<file path="src/rtl/output_display_pkg.sv">
// Shared types and constants for the output_display block: FSM states,
// 7-segment codes and the BCD sizing rule for the double-dabble converter.
package output_display_pkg;

    typedef enum logic [1:0] {
        ST_IDLE,
        ST_SHIFT,
        ST_COMMIT
    } state_t;

    // Segment order is {g,f,e,d,c,b,a}, active-high
    localparam logic [6:0] SEG_0     = 7'h3F;
    localparam logic [6:0] SEG_1     = 7'h06;
    localparam logic [6:0] SEG_2     = 7'h5B;
    localparam logic [6:0] SEG_3     = 7'h4F;
    localparam logic [6:0] SEG_4     = 7'h66;
    localparam logic [6:0] SEG_5     = 7'h6D;
    localparam logic [6:0] SEG_6     = 7'h7D;
    localparam logic [6:0] SEG_7     = 7'h07;
    localparam logic [6:0] SEG_8     = 7'h7F;
    localparam logic [6:0] SEG_9     = 7'h6F;
    localparam logic [6:0] SEG_BLANK = 7'h00;
    localparam logic [6:0] SEG_DASH  = 7'h40;

    // log10(2) ~= 0.302, so this many nibbles hold any WIDTH-bit magnitude
    function automatic int bcd_digits(input int width);
        return (width * 302) / 1000 + 1;
    endfunction

    function automatic logic [6:0] seg_of(input logic [3:0] digit);
        case (digit)
            4'd0:    return SEG_0;
            4'd1:    return SEG_1;
            4'd2:    return SEG_2;
            4'd3:    return SEG_3;
            4'd4:    return SEG_4;
            4'd5:    return SEG_5;
            4'd6:    return SEG_6;
            4'd7:    return SEG_7;
            4'd8:    return SEG_8;
            4'd9:    return SEG_9;
            default: return SEG_BLANK;
        endcase
    endfunction

endpackage

</file>
<file path="src/rtl/output_display_if.sv">
// Bus-side and display-side signals of output_display; the host/bench holds
// the master view, the display block the slave view.
interface output_display_if #(
    parameter int WIDTH  = 8,
    parameter int DIGITS = 3
);
    logic [WIDTH-1:0]  bus;
    logic              input_en;
    logic              clear;
    logic              signed_mode;
    logic [6:0]        display;
    logic [DIGITS-1:0] display_en;
    logic              neg;
    logic              overflow;
    logic              busy;

    modport master (
        output bus, input_en, clear, signed_mode,
        input  display, display_en, neg, overflow, busy
    );

    modport slave (
        input  bus, input_en, clear, signed_mode,
        output display, display_en, neg, overflow, busy
    );
endinterface

</file>
<file path="src/rtl/output_display_bin_to_bcd_seq.sv">
// Sequential double-dabble: i_start loads a binary value, WIDTH shift cycles
// follow, then o_done pulses for one cycle while o_bcd holds the result.
module bin_to_bcd_seq #(
    parameter int WIDTH      = 8,
    parameter int BCD_DIGITS = 3
) (
    input  logic                    clk,
    input  logic                    rst_n,
    input  logic                    i_start,
    input  logic                    i_abort,
    input  logic [WIDTH-1:0]        i_bin,
    output logic [BCD_DIGITS*4-1:0] o_bcd,
    output logic                    o_last,
    output logic                    o_done
);
    localparam int CNT_W = $clog2(WIDTH);

    logic [WIDTH-1:0]        r_bin;
    logic [BCD_DIGITS*4-1:0] r_bcd;
    logic [CNT_W-1:0]        r_cnt;
    logic                    r_run;
    logic                    r_done;
    logic [BCD_DIGITS*4-1:0] w_adj;
    logic [BCD_DIGITS*4-1:0] w_bcd_next;
    logic [WIDTH-1:0]        w_bin_next;

    // NOTE: every always_comb output gets a default first so no path leaves it unassigned (no latch).
    always_comb begin
        w_adj = r_bcd;
        for (int i = 0; i < BCD_DIGITS; i++) begin
            if (r_bcd[4*i +: 4] >= 4'd5) w_adj[4*i +: 4] = r_bcd[4*i +: 4] + 4'd3;
        end
        {w_bcd_next, w_bin_next} = {w_adj, r_bin} << 1;
    end

    assign o_last = r_run && (r_cnt == CNT_W'(WIDTH - 1));
    assign o_done = r_done;
    assign o_bcd  = r_bcd;

    // NOTE: sequential state uses non-blocking assignments so all registers update together at the edge.
    always_ff @(posedge clk or negedge rst_n) begin
        if (!rst_n) begin
            r_bin  <= '0;
            r_bcd  <= '0;
            r_cnt  <= '0;
            r_run  <= 1'b0;
            r_done <= 1'b0;
        end else if (i_abort) begin
            r_bin  <= '0;
            r_bcd  <= '0;
            r_cnt  <= '0;
            r_run  <= 1'b0;
            r_done <= 1'b0;
        end else if (i_start) begin
            r_bin  <= i_bin;
            r_bcd  <= '0;
            r_cnt  <= '0;
            r_run  <= 1'b1;
            r_done <= 1'b0;
        end else if (r_run) begin
            r_bin  <= w_bin_next;
            r_bcd  <= w_bcd_next;
            r_cnt  <= o_last ? '0 : r_cnt + CNT_W'(1);
            r_run  <= !o_last;
            r_done <= o_last;
        end else begin
            r_done <= 1'b0;
        end
    end

endmodule

</file>
<file path="src/rtl/output_display.sv">
// Output register with one-deep load queue, sequential BCD conversion and a
// multiplexed, leading-zero-blanked 7-segment scan driven from the system clock.
module output_display
    import output_display_pkg::*;
#(
    parameter int WIDTH       = 8,
    parameter int DIGITS      = 3,
    parameter int REFRESH_DIV = 1024
) (
    input  logic            clock,
    input  logic            reset_btn,
    output_display_if.slave dif
);
    localparam int BCD_DIGITS = bcd_digits(WIDTH);
    localparam int CNT_W      = $clog2(REFRESH_DIV);
    localparam int IDX_W      = (DIGITS > 1) ? $clog2(DIGITS) : 1;

    state_t                  r_state, w_next;
    logic                    w_start, w_last, w_done, w_load_pend;
    logic [WIDTH-1:0]        w_src_bus, w_mag;
    logic                    w_src_signed, w_src_neg;
    logic                    r_pend_valid, r_pend_signed;
    logic [WIDTH-1:0]        r_pend_bus;
    logic                    r_sign, r_neg, r_ovf;
    logic [BCD_DIGITS*4-1:0] w_bcd;
    logic [DIGITS*4-1:0]     r_digits, w_new_digits;
    logic                    w_new_ovf;
    logic [CNT_W-1:0]        r_refresh;
    logic [IDX_W-1:0]        r_idx;
    logic [3:0]              w_cur;
    logic                    w_upper_nz, w_blank;

    // A queued load, when present, takes precedence over the live bus at COMMIT
    assign w_load_pend  = (r_state == ST_COMMIT) && r_pend_valid;
    assign w_src_bus    = w_load_pend ? r_pend_bus : dif.bus;
    assign w_src_signed = w_load_pend ? r_pend_signed : dif.signed_mode;
    assign w_src_neg    = w_src_signed && w_src_bus[WIDTH-1];
    assign w_mag        = w_src_neg ? -w_src_bus : w_src_bus;

    always_comb begin
        w_next  = r_state;
        w_start = 1'b0;
        if (dif.clear) begin
            w_next = ST_IDLE;
        end else begin
            case (r_state)
                ST_IDLE: if (dif.input_en) begin
                    w_start = 1'b1;
                    w_next  = ST_SHIFT;
                end
                ST_SHIFT: if (w_last) w_next = ST_COMMIT;
                ST_COMMIT: begin
                    w_start = r_pend_valid || dif.input_en;
                    w_next  = w_start ? ST_SHIFT : ST_IDLE;
                end
                default: w_next = ST_IDLE;
            endcase
        end
    end

    always_ff @(posedge clock or negedge reset_btn) begin
        if (!reset_btn) r_state <= ST_IDLE;
        else            r_state <= w_next;
    end

    bin_to_bcd_seq #(.WIDTH(WIDTH), .BCD_DIGITS(BCD_DIGITS)) u_bin_to_bcd (
        .clk    (clock),
        .rst_n  (reset_btn),
        .i_start(w_start),
        .i_abort(dif.clear),
        .i_bin  (w_mag),
        .o_bcd  (w_bcd),
        .o_last (w_last),
        .o_done (w_done)
    );

    always_ff @(posedge clock or negedge reset_btn) begin
        if (!reset_btn) begin
            r_pend_valid  <= 1'b0;
            r_pend_signed <= 1'b0;
            r_pend_bus    <= '0;
            r_sign        <= 1'b0;
        end else if (dif.clear) begin
            r_pend_valid  <= 1'b0;
            r_pend_signed <= 1'b0;
            r_pend_bus    <= '0;
            r_sign        <= 1'b0;
        end else begin
            if (w_start) r_sign <= w_src_neg;
            // A COMMIT with an empty queue consumes input_en directly as the next load
            if (w_load_pend || (r_state == ST_SHIFT)) begin
                if (dif.input_en) begin
                    r_pend_valid  <= 1'b1;
                    r_pend_bus    <= dif.bus;
                    r_pend_signed <= dif.signed_mode;
                end else if (w_load_pend) begin
                    r_pend_valid  <= 1'b0;
                end
            end
        end
    end

    always_comb begin
        w_new_digits = '0;
        w_new_ovf    = 1'b0;
        for (int d = 0; d < DIGITS; d++) begin
            if (d < BCD_DIGITS) w_new_digits[4*d +: 4] = w_bcd[4*d +: 4];
        end
        for (int d = DIGITS; d < BCD_DIGITS; d++) begin
            if (w_bcd[4*d +: 4] != 4'd0) w_new_ovf = 1'b1;
        end
    end

    // NOTE: the digit store is a handful of flops, so it is reset like any register rather than treated as RAM.
    always_ff @(posedge clock or negedge reset_btn) begin
        if (!reset_btn) begin
            r_digits <= '0;
            r_neg    <= 1'b0;
            r_ovf    <= 1'b0;
        end else if (dif.clear) begin
            r_digits <= '0;
            r_neg    <= 1'b0;
            r_ovf    <= 1'b0;
        end else if (w_done) begin
            r_digits <= w_new_digits;
            r_neg    <= r_sign;
            r_ovf    <= w_new_ovf;
        end
    end

    // Scan runs free of the FSM and of clear
    always_ff @(posedge clock or negedge reset_btn) begin
        if (!reset_btn) begin
            r_refresh <= '0;
            r_idx     <= '0;
        end else if (r_refresh == CNT_W'(REFRESH_DIV - 1)) begin
            r_refresh <= '0;
            r_idx     <= (r_idx == IDX_W'(DIGITS - 1)) ? '0 : r_idx + IDX_W'(1);
        end else begin
            r_refresh <= r_refresh + CNT_W'(1);
        end
    end

    always_comb begin
        w_cur      = 4'd0;
        w_upper_nz = 1'b0;
        for (int d = 0; d < DIGITS; d++) begin
            if (IDX_W'(d) == r_idx) w_cur = r_digits[4*d +: 4];
            if ((IDX_W'(d) >= r_idx) && (r_digits[4*d +: 4] != 4'd0)) w_upper_nz = 1'b1;
        end
        w_blank     = (r_idx != '0) && !w_upper_nz;
        dif.display = r_ovf ? SEG_DASH : (w_blank ? SEG_BLANK : seg_of(w_cur));
    end

    assign dif.display_en = DIGITS'(1) << r_idx;
    assign dif.neg        = r_neg;
    assign dif.overflow   = r_ovf;
    assign dif.busy       = (r_state != ST_IDLE);

endmodule

</file>
<file path="src/flat_wrapper.sv">
// flat-port wrapper written by rule: the top's interface ports become plain ports
module output_display_flat import output_display_pkg::*;
#(
    parameter int WIDTH       = 8,
    parameter int DIGITS      = 3,
    parameter int REFRESH_DIV = 1024
)
  (clock, reset_btn, dif_bus, dif_input_en, dif_clear, dif_signed_mode, dif_display, dif_display_en, dif_neg, dif_overflow, dif_busy);
  output_display_if #(.WIDTH(WIDTH), .DIGITS(DIGITS)) dif_i ();
  input  logic clock;
  input  logic reset_btn;
  input wire logic [$bits(dif_i.bus)-1:0] dif_bus;
  input wire logic [$bits(dif_i.input_en)-1:0] dif_input_en;
  input wire logic [$bits(dif_i.clear)-1:0] dif_clear;
  input wire logic [$bits(dif_i.signed_mode)-1:0] dif_signed_mode;
  output wire logic [$bits(dif_i.display)-1:0] dif_display;
  output wire logic [$bits(dif_i.display_en)-1:0] dif_display_en;
  output wire logic [$bits(dif_i.neg)-1:0] dif_neg;
  output wire logic [$bits(dif_i.overflow)-1:0] dif_overflow;
  output wire logic [$bits(dif_i.busy)-1:0] dif_busy;
  assign dif_i.bus = dif_bus;
  assign dif_i.input_en = dif_input_en;
  assign dif_i.clear = dif_clear;
  assign dif_i.signed_mode = dif_signed_mode;
  assign dif_display = dif_i.display;
  assign dif_display_en = dif_i.display_en;
  assign dif_neg = dif_i.neg;
  assign dif_overflow = dif_i.overflow;
  assign dif_busy = dif_i.busy;
  output_display #(.WIDTH(WIDTH), .DIGITS(DIGITS), .REFRESH_DIV(REFRESH_DIV)) u_core (.clock(clock), .reset_btn(reset_btn), .dif(dif_i));
endmodule
</file>
<file path="config.mk">
export PLATFORM = sky130hd
export DESIGN_NAME = output_display_flat
export DESIGN_NICKNAME = d
export VERILOG_FILES = /design/src/rtl/output_display_pkg.sv /design/src/rtl/output_display_if.sv /design/src/rtl/output_display_bin_to_bcd_seq.sv /design/src/rtl/output_display.sv /design/src/flat_wrapper.sv
export SDC_FILE = /design/constraint.sdc
export NUM_CORES = 1
export LEC_CHECK = 0
export ABC_AREA = 1
export CAP_MARGIN = 5
export CORE_ASPECT_RATIO = 0.9
export CORE_MARGIN = 8
export CORE_UTILIZATION = 63
export CTS_CLUSTER_DIAMETER = 40
export DETAILED_ROUTE_END_ITERATION = 8
export PLACE_DENSITY = 0.85
export SLEW_MARGIN = 40
export SYNTH_ARGS = -nofsm -noshare
export SYNTH_HDL_FRONTEND = slang
export SYNTH_SLANG_ARGS = --single-unit
</file>
<file path="constraint.sdc">
create_clock -name clock -period 5.2 [get_ports clock]
set_input_delay 1.56 -clock clock [delete_from_list [all_inputs] [get_ports clock]]
set_output_delay 1.56 -clock clock [all_outputs]
set_load 0.005 [all_outputs]
</file>
==> results.md, run 1 <==
- Status: finished, final reports clean
- Final Skew: 0.01001 ns
- Max VDD drop: 0.1788 mV
- Post-CTS Resized: 0
- CP bufs+invs: 4
- Final Cycle Share: 83.32%
- Top FF cell, synth: dfrtp_1
- Drt drc: 0
- Site Rows: 26
- Final GP Congestion: 0.9525
- Routed Antenna Nets: 0
- Part of the Yosys area used for sequential elements: 44.54%
- Syn_nets: 474
- CP max stage cell: clkdlybuf4s50_1
- CTS clk-pin slew, worst paths: 0.07 ns
- Layout cell share with drive strength beyond 1: 10.23%
- ANT cells: 0
- Fin. Hold Viols: 0
- Pwr/cell area: 247.7 nW/µm²
- Crit-path cells: inv_1, nor2_1, inv_1, nor2_1, nor3_1, inv_1, ha_1, o21ai_0, a21oi_1, nor2_1, clkdlybuf4s50_1
- Avg Cell Area, Syn: 7.936 µm²
- Endpoint class of the critical path: output port
- F_max: 0.2308 GHz
- Yosys top cell area share: 44.54%
- Leakage: 0.001956 µW
- Worst path depth: 11
- CP Class: reg2out
- Synth area leaders: dfrtp_1 (45%), inv_1 (8.8%), nand2_1 (8.8%)
- Vias: 3000
- Fraction of registers with async set/reset: 100.0%
- Vias in the first global route: 2913
- Die area: 8276 µm²
- Gr ovfl total: 0
- Die W: 95.01 µm
- Hold Path Cell Cnt: 2
- Drt total wl: 7385 µm
- CTS max path bufs: 2
- Final HPWL DP: 5402 µm
- Initial Util: 63.63%
- TritonCTS clock tree: done
- First-pass GRT wire length: 13040 µm
- CP top delay family: buffers and inverters
- CP peak stage delay: 0.50 ns
- Warnings, synthesis: 0
- Vias/cell: 5.464
- Final worst slack: 0.8671 ns
- Num CTS Buffers: 9
- Mapped cell area: 3540 µm²
- Initial DRC count: 152
- Setup TNS: 0 ns
- R2R cell count: 11
- Final slew viol count: 0
- Min-delay worst type: reg2reg
- Max_cap viols: 0
- RSZ-0062 raised after global routing: no
- Yosys cell types: 38
- Clock sinks: 63
- H-tree levels: 3
- GRT Overall Usage: 19.72%
- Crit path DAT: 2.77 ns
- Fin nets: 502
- Startpoint types: flip-flop
- Commonest non-fill, non-tap cells in the layout: inv_1 (83), nand2_1 (83), dfrtp_1 (63)
- Clk_lat worst skew: 0.34 ns
- Area added between synthesis and finish: 13.04%
- CP Data Required Time: 3.64 ns
- Die H: 87.11 µm
- Post-synth EDFFs: 0
- DRT Pass-1 Iters: 5
- Syn Inst Count: 446
- Setup violators final: 0
- Worst-path fanout max: 5
- Initial antenna violation count: 0
- Core region area: 5563 µm²
- Dominant cell type by area after synthesis: dfrtp_1
- Hold_buf cts: 0
- CTS root buffer: clkbuf_8
- Min Tclk post-route: 4.333 ns
- Num ports: 26
- Buffers on Ports: 24
- Worst slew pin tran: 0.7278 ns
- Slew HR: 51.15%
- Reg-to-reg setup timing slack: 3.06 ns
- Post-CTS Setup Inserts: 0
- Layout fillers: 432
- Largest net degree at the start of global routing: 34
- Drt wl/cell: 13.45 µm
- Pre-CTS WS: 1.231 ns
- Synth Register Bits: 63
## metrics by stage
stage / area (µm²) / cells / power [µW] / util (%) / hold WS, ns
CTS: 3999 / 549 / 994.5 / 71.88 / 0.4906
global route: 4001 / 549 / 1029 / 71.93 / 0.5247
detailed placement: 3824 / 533 / 617.5 / 68.74 / 0.4734
finish: 4001 / 549 / 991.3 / 71.93 / 0.4874
floorplan: 3540 / 446 / 582.0 / - / 0.4531
global placement: 3824 / 533 / 613.8 / 68.74 / 0.4678
## worst min-delay path, cell delays in order, from the launching register on
cell     delay, ns
dfrtp_1       0.35
nand2_1       0.05
o21ai_0       0.06
## cell usage after synthesis, drive strengths merged (2+ instances only)
library cell,count
nand2,88
inv,87
dfrtp,63
nor2,48
o21ai,34
o22ai,32
nand3,23
ha,15
a21oi,10
nor3,8
or2,8
xor2,7
buf,6
nand4,3
a21boi,2
clkbuf,2
nor4,2
o211ai,2
o31ai,2
## report_power, final
group | internal [µW] | switching (µW)
Clock | 196 | 186
Combinational | 32.3 | 61.2
Sequential | 506 | 9.89
Total | 734 | 257
## area by class of cell
cell class,instances,area [µm²],area share (%)
clock buffers,12,155.1,3.877
clock inverters,4,20.02,0.5003
inverters,87,326.6,8.161
multi-input cells,288,1590,39.74
flip-flops and latches,63,1577,39.40
well taps,70,87.58,2.189
repair buffers,25,245.2,6.129
## sequential cells by signal, summed over array words and instances (netlist names)
signal and count:
u_core.r_digits 12, u_core.u_bin_to_bcd.o_bcd 12, u_core.r_refresh 10, u_core.r_pend_bus 8, u_core.u_bin_to_bcd.r_bin 8, u_core.u_bin_to_bcd.r_cnt 3, u_core.r_idx 2, u_core.r_state 2
u_core.dif.neg 1, u_core.r_pend_signed 1, u_core.r_pend_valid 1, u_core.r_sign 1, u_core.u_bin_to_bcd.o_done 1, u_core.u_bin_to_bcd.r_run 1
## final timing paths
check,from,endpoint
worst min register to register,u_core.r_pend_bus[0],u_core.r_pend_bus[0]
worst max register to register,u_core.r_state[0],u_core.u_bin_to_bcd.r_bin[6]
worst min-delay path,u_core.r_pend_bus[0],u_core.r_pend_bus[0]
max in group asynchronous,reset_btn,u_core.u_bin_to_bcd.r_bin[7]
min in group asynchronous,reset_btn,u_core.r_pend_bus[2]
worst max-delay path,u_core.r_idx[0],dif_display[0]
## cell families (layout without fill, tap and decap cells)
logic type      count (synthesis)  in the layout  share of synthesized area, %
simple gates                  180            180                         23.29
buf+inv                        95            128                         10.53
compound gates                 85             85                         14.49
flops                          63             63                         44.54
fa+ha+maj                      15             15                         5.302
xor+xnor                        7              7                         1.732
other cells                     1              1                        0.1059
## metal layers
| layer | global-route usage [%] | vias up | share of wire (%) |
|---|---|---|---|
| met5 | 0 | - | 0 |
| met2 | 33.08 | 94 | 49 |
| met1 | 24.33 | 1409 | 43 |
| li1 | - | 1484 | - |
| met3 | 3.707 | 13 | 6.0 |
| met4 | 7.932 | 0 | 1.6 |
(Power assumes the default switching activity.)
==> run 2: changes to the inputs <==
- CORE_UTILIZATION: 63 -> 59
- PLACE_DENSITY: 0.85 -> 0.8
- clock period: 5.2 -> 4.5 ns (I/O delays scaled with it)
==> run 2 against run 1 <==
Effect of this change:
- total power is 12% higher
- count of clock-buffer cells in the layout fell by 1
- clock power up 5%
- sequential power grew 16%
- global-route usage is 1.6 points lower
- first-iteration DRC count grew 32%
- hold slack better by 0.0060 ns
- largest power group unchanged
==> results.md, run 2 (synthesized netlist as in run 1, its figures left out) <==
- Startpoint types: flip-flop
- Routed Antenna Nets: 0 (unchanged)
- Drt drc: 0 (unchanged)
- TritonCTS clock tree: done
- Final Cycle Share: 92.32%
- CP Class: reg2out
- Setup TNS: 0 ns (unchanged)
- Layout cell share with drive strength beyond 1: 9.853% (-0.38 points)
- First-pass GRT wire length: 12770 µm (-2.1%)
- Clk_lat worst skew: 0.34 ns (about the same)
- CTS max path bufs: 2 (unchanged)
- Fin. Hold Viols: 0 (unchanged)
- Final worst slack: 0.3455 ns (-0.5216 ns)
- Final HPWL DP: 5508 µm (+2.0%)
- F_max: 0.2407 GHz
- Worst-path fanout max: 5 (unchanged)
- Endpoint class of the critical path: output port
- Drt total wl: 7379 µm (about the same)
- Sequential power share: 53.9% (+1.9 points)
- Site Rows: 26 (unchanged)
- Post-CTS Setup Inserts: 0 (unchanged)
- Fin nets: 503 (+0.20%)
- Commonest non-fill, non-tap cells in the layout: inv_1 (83), nand2_1 (83), dfrtp_1 (63)
- CP peak stage delay: 0.51 ns (about the same)
- Core region area: 5725 µm² (+2.9%)
- Worst slew pin tran: 0.7610 ns (+0.03315 ns)
- Vias in the first global route: 2847 (-2.3%)
- Die W: 97.65 µm (+2.8%)
- Die area: 8737 µm² (+5.6%)
- Buffers on Ports: 24 (unchanged)
- H-tree levels: 3 (unchanged)
- Non-filler instance count after layout: 547 (-0.36%)
- Clock sinks: 63 (unchanged)
- Min-delay worst type: reg2reg
- Pwr/cell area: 277.6 nW/µm² (+12%)
- Num ports: 26 (unchanged)
- Drt wl/cell: 13.49 µm (+0.28%)
- Vias: 2903 (-3.2%)
- Crit path DAT: 2.80 ns (+0.03 ns)
- Status: finished, final reports clean
- Setup violators final: 0 (unchanged)
- Area added between synthesis and finish: 12.58%
- Combinational share of power: 9.8% (+0.4 points)
- DRT Pass-1 Iters: 4 (-1)
- Num CTS Buffers: 9 (unchanged)
- Largest net degree at the start of global routing: 35 (+2.9%)
- Crit path top cell by count: nor2_1
- Final slew viol count: 0 (unchanged)
- Max_cap viols: 0 (unchanged)
- Sw Pwr: 280.1 µW (+8.8%)
- CP max stage cell: clkdlybuf4s50_1
- Initial antenna violation count: 0 (unchanged)
- Post-CTS Resized: 0 (unchanged)
- Final Skew: 0.006740 ns (-0.003273 ns)
- RSZ-0062 raised after global routing: no
- Initial Util: 61.82% (-1.8 points)
- CTS root buffer: clkbuf_8
- Die H: 89.48 µm (+2.7%)
- Internal power: 826.1 µW (+13%)
- Leakage: 0.001945 µW (-0.52%)
- Pre-CTS WS: 0.7345 ns (-0.4963 ns)
- CTS clk-pin slew, worst paths: 0.06 ns (about the same)
- Vias/cell: 5.307 (-2.9%)
- Sw frac: 25.32% (-0.65 points)
- Min Tclk post-route: 4.154 ns
- Hold_buf cts: 0 (unchanged)
- Max VDD drop: 0.2103 mV (+18%)
- Initial DRC count: 200 (+32%)
- Dpl cells: 534 (+0.19%)
- CP Data Required Time: 3.15 ns (-0.49 ns)
- Gr ovfl total: 0 (unchanged)
- Slew HR: 48.93% (-2.2 points)
- Final GP Congestion: 0.8816 (-7.4%)
- Clock share of power: 36.3% (-2.2 points)
- Crit-path cells: nor2_1, inv_1, nor2_1, nor3_1, inv_1, ha_1, o21ai_0, nor2_1, nor2_1, clkdlybuf4s50_1
- GRT Overall Usage: 18.12% (-1.6 points)
- ANT cells: 0 (unchanged)
[run 2: cell count changes in the layout (fill, tap and decap cells not counted)]
| cell | before | now |
|---|---|---|
| buf_4 | 2 | 3 |
| clkinv_2 | 4 | 2 |
| clkbuf_8 | 11 | 10 |
[run 2: metal layers]
metal	vias up	part of all wire [%]	track usage (%)
li1	1488	-	-
met5	-	0	0
met2	62	47	29.96
met3	14	4.3	5.332
met1	1339	47	21.26
met4	0	1.7	9.341
[run 2: cell type report]
class / instances / area, µm²
Inverter: 87 / 326.6
Tap cell: 70 / 87.58
Timing Repair Buffer: 26 / 252.7
Sequential cell: 63 / 1577
Clock buffer: 11 / 141.4
Clock inverter: 2 / 10.01
Fill cell: 447 / 1740
Multi-Input combinational cell: 288 / 1590
[run 2: path summary, 6_finish.rpt]
| path | startpoint | to | slack, ns | cells past startpoint |
|---|---|---|---|---|
| min in group asynchronous | reset_btn | u_core.r_pend_bus[5] | 0.94 | 1 |
| hold reg to reg | u_core.r_refresh[9] | u_core.r_refresh[9] | 0.49 | 1 |
| hold / removal | u_core.r_refresh[9] | u_core.r_refresh[9] | 0.49 | 1 |
| setup reg to reg | u_core.r_state[0] | u_core.u_bin_to_bcd.r_bin[6] | 2.32 | 11 |
| setup / recovery | u_core.r_idx[1] | dif_display[3] | 0.35 | 10 |
| max in group asynchronous | reset_btn | u_core.r_refresh[1] | 2.93 | 2 |
[run 2: through the flow]
step / util, % / hold WS (ns) / area, µm² / total power (µW)
after global placement: 66.91 / 0.4705 / 3831 / 711.1
final: 69.60 / 0.4934 / 3985 / 1106
after floorplan: - / 0.4531 / 3540 / 672.5
after detailed placement: 66.91 / 0.4830 / 3831 / 714.2
after CTS: 69.56 / 0.4969 / 3983 / 1116
after global routing: 69.60 / 0.5099 / 3985 / 1157
[run 2: power groups by stage]
stage          logic (µW)  registers, µW  clock network [µW]
3_5_place_dp          108            606                   0
3_3_place_gp          105            606                   0
4_1_cts               109            596                 411
5_1_grt               123            598                 435
6_report              109            597                 401
2_1_floorplan        68.9            604                   0
[run 2: worst max-delay path, delay by kind of cell (launching register included)]
| kind | cells | cell delay [ns] |
|---|---|---|
| AOI/OAI and AO/OA | 1 | 0.23 |
| adders and majority gates | 1 | 0.23 |
| buffers and inverters | 3 | 0.80 |
| DFF | 1 | 0.40 |
| and+or+nand+nor | 5 | 0.81 |
==> run 3: changes to the inputs <==
- CORE_UTILIZATION: 59 -> 50
- PLACE_DENSITY: 0.8 -> 0.7
==> run 3 against run 2 <==
Effect of this change:
- count of clock-buffer cells in the layout grew 3
- via count grew 1.1%
- flip-flop and latch count unchanged
- routed wire length is 0.66% lower
- design area is 2.8% higher
- highest routed layer unchanged
==> results.md, run 3 (synthesized netlist as in run 1, its figures left out) <==
- CTS root buffer: clkbuf_8
- Fin area: 4098 µm² (+2.8%)
- Worst hold margin: 0.4891 ns (-0.004338 ns)
- Fin nets: 502 (-0.20%)
- Drt wl/cell: 12.81 µm (-5.0%)
- Clk_lat worst skew: 0.34 ns (about the same)
- Num CTS Buffers: 9 (unchanged)
- Dpl cell area: 3855 µm² (+0.62%)
- CP top delay family: buffers and inverters
- F_max: 0.2449 GHz (+1.7%)
- Setup TNS: 0 ns (unchanged)
- First-pass GRT wire length: 13060 µm (+2.3%)
- RSZ-0062 raised after global routing: no
- Slew HR: 47.72% (-1.2 points)
- Largest net degree at the start of global routing: 44 (+26%)
- Post-CTS Setup Inserts: 0 (unchanged)
- CP Class: reg2out
- Num ports: 26 (unchanged)
- Drt drc: 0 (unchanged)
- ANT cells: 0 (unchanged)
- Worst slew pin tran: 0.7789 ns (+0.01795 ns)
- Crit path DAT: 2.73 ns (-0.07 ns)
- Max VDD drop: 0.1604 mV (-24%)
- TritonCTS clock tree: done
- Vias: 2936 (+1.1%)
- Startpoint types: flip-flop
- Dpl cells: 556 (+4.1%)
- Max_cap viols: 0 (unchanged)
- CTS max path bufs: 2 (unchanged)
- Hold_buf cts: 0 (unchanged)
- Die W: 104.7 µm (+7.2%)
- Area added between synthesis and finish: 15.77%
- Drt total wl: 7330 µm (-0.66%)
- Routed Antenna Nets: 0 (unchanged)
- Min-delay worst type: reg2reg
- Final GP Congestion: 0.9067 (+2.8%)
- H-tree levels: 3 (unchanged)
- Setup violators final: 0 (unchanged)
- Clock sinks: 63 (unchanged)
- Status: finished, final reports clean
- Final Cycle Share: 90.75% (-1.6 points)
- Die H: 95.82 µm (+7.1%)
- Final Skew: 0.007435 ns (+0.0006951 ns)
- Site Rows: 29 (+12%)
- GRT Overall Usage: 16.01% (-2.1 points)
- Leakage: 0.001983 µW (+1.9%)
- Initial antenna violation count: 0 (unchanged)
- Vias in the first global route: 2863 (+0.56%)
- Die area: 10030 µm² (+15%)
- Min Tclk post-route: 4.084 ns (-0.07069 ns)
- Final slew viol count: 0 (unchanged)
- Initial DRC count: 88 (-56%)
- Vias/cell: 5.133 (-3.3%)
- Core region area: 6967 µm² (+22%)
- Non-filler instance count after layout: 572 (+4.6%)
- Buffers on Ports: 24 (unchanged)
- Gr ovfl total: 0 (unchanged)
- Worst-path fanout max: 5 (unchanged)
- Fin. Hold Viols: 0 (unchanged)
- CP peak stage delay: 0.51 ns (about the same)
- Pwr/cell area: 316.4 nW/µm² (+14%)
- CP Data Required Time: 3.15 ns (about the same)
- Crit-path cells: inv_1, nor2_1, inv_1, nor2_1, nor3_1, inv_1, ha_1, o21ai_0, a21oi_1, nor2_1, clkdlybuf4s50_1
- Commonest non-fill, non-tap cells in the layout: inv_1 (83), nand2_1 (83), dfrtp_1 (63)
- CP max stage cell: clkdlybuf4s50_1
- Layout cell share with drive strength beyond 1: 10.23% (+0.38 points)
- Post-CTS Resized: 0 (unchanged)
- DRT Pass-1 Iters: 4 (unchanged)
- Final HPWL DP: 5389 µm (-2.2%)
- Initial Util: 50.81% (-11 points)
- CP bufs+invs: 4 (+1)
- CTS clk-pin slew, worst paths: 0.07 ns (about the same)
- Endpoint class of the critical path: output port
==> run 3: metrics by stage <==
| stage | utilization [%] | worst slack (ns) | power (µW) |
|---|---|---|---|
| floorplan | - | 1.457 | 672.5 |
| global placement | 55.30 | 0.8585 | 711.7 |
| detailed placement | 55.33 | 0.7786 | 715.4 |
| CTS | 58.82 | 0.3968 | 1309 |
| global route | 58.82 | 0.05219 | 1354 |
| finish | 58.82 | 0.4162 | 1296 |
==> run 3: cell type report <==
type                       count  area, µm²
clock buffer                  14      182.7
inverter                      87      326.6
tap                           93      116.4
timing repair buffer          25      245.2
multi-input combinational    288       1590
fill                         656       2869
clock inverter                 2      60.06
sequential                    63       1577
==> run 3: tightest hold or removal path: stages (launching register included) <==
cell     delay [ns]
dfrtp_1        0.34
nand2_1        0.05
o21ai_0        0.06
==> run 3: final timing paths <==
path	slack, ns	startpoint	end	depth (start not counted)
setup / recovery	0.42	u_core.r_idx[0]	dif_display[0]	11
max in group asynchronous	2.82	reset_btn	u_core.r_pend_signed	2
hold / removal	0.49	u_core.r_pend_bus[6]	u_core.r_pend_bus[6]	2
min in group asynchronous	0.99	reset_btn	u_core.r_refresh[3]	1
hold reg to reg	0.49	u_core.r_pend_bus[6]	u_core.r_pend_bus[6]	2
setup reg to reg	2.41	u_core.r_state[0]	u_core.u_bin_to_bcd.r_bin[6]	11
==> run 3: layer usage <==
metal  track usage [%]  share of wire [%]  up-vias
met4             8.778                2.6        0
li1                  -                  -     1497
met5                 0                  0        -
met3             4.685                4.3       14
met1             18.67                 46     1364
met2             26.56                 48       61
==> run 3: power by group <==
group	switching (µW)	leakage [µW]	total (µW)	internal, µW
registers	11.6	0.000850	596	584
clock network	219	0.000123	592	373
logic	71.0	0.00101	108	37.2
total	302	0.00198	1300	995
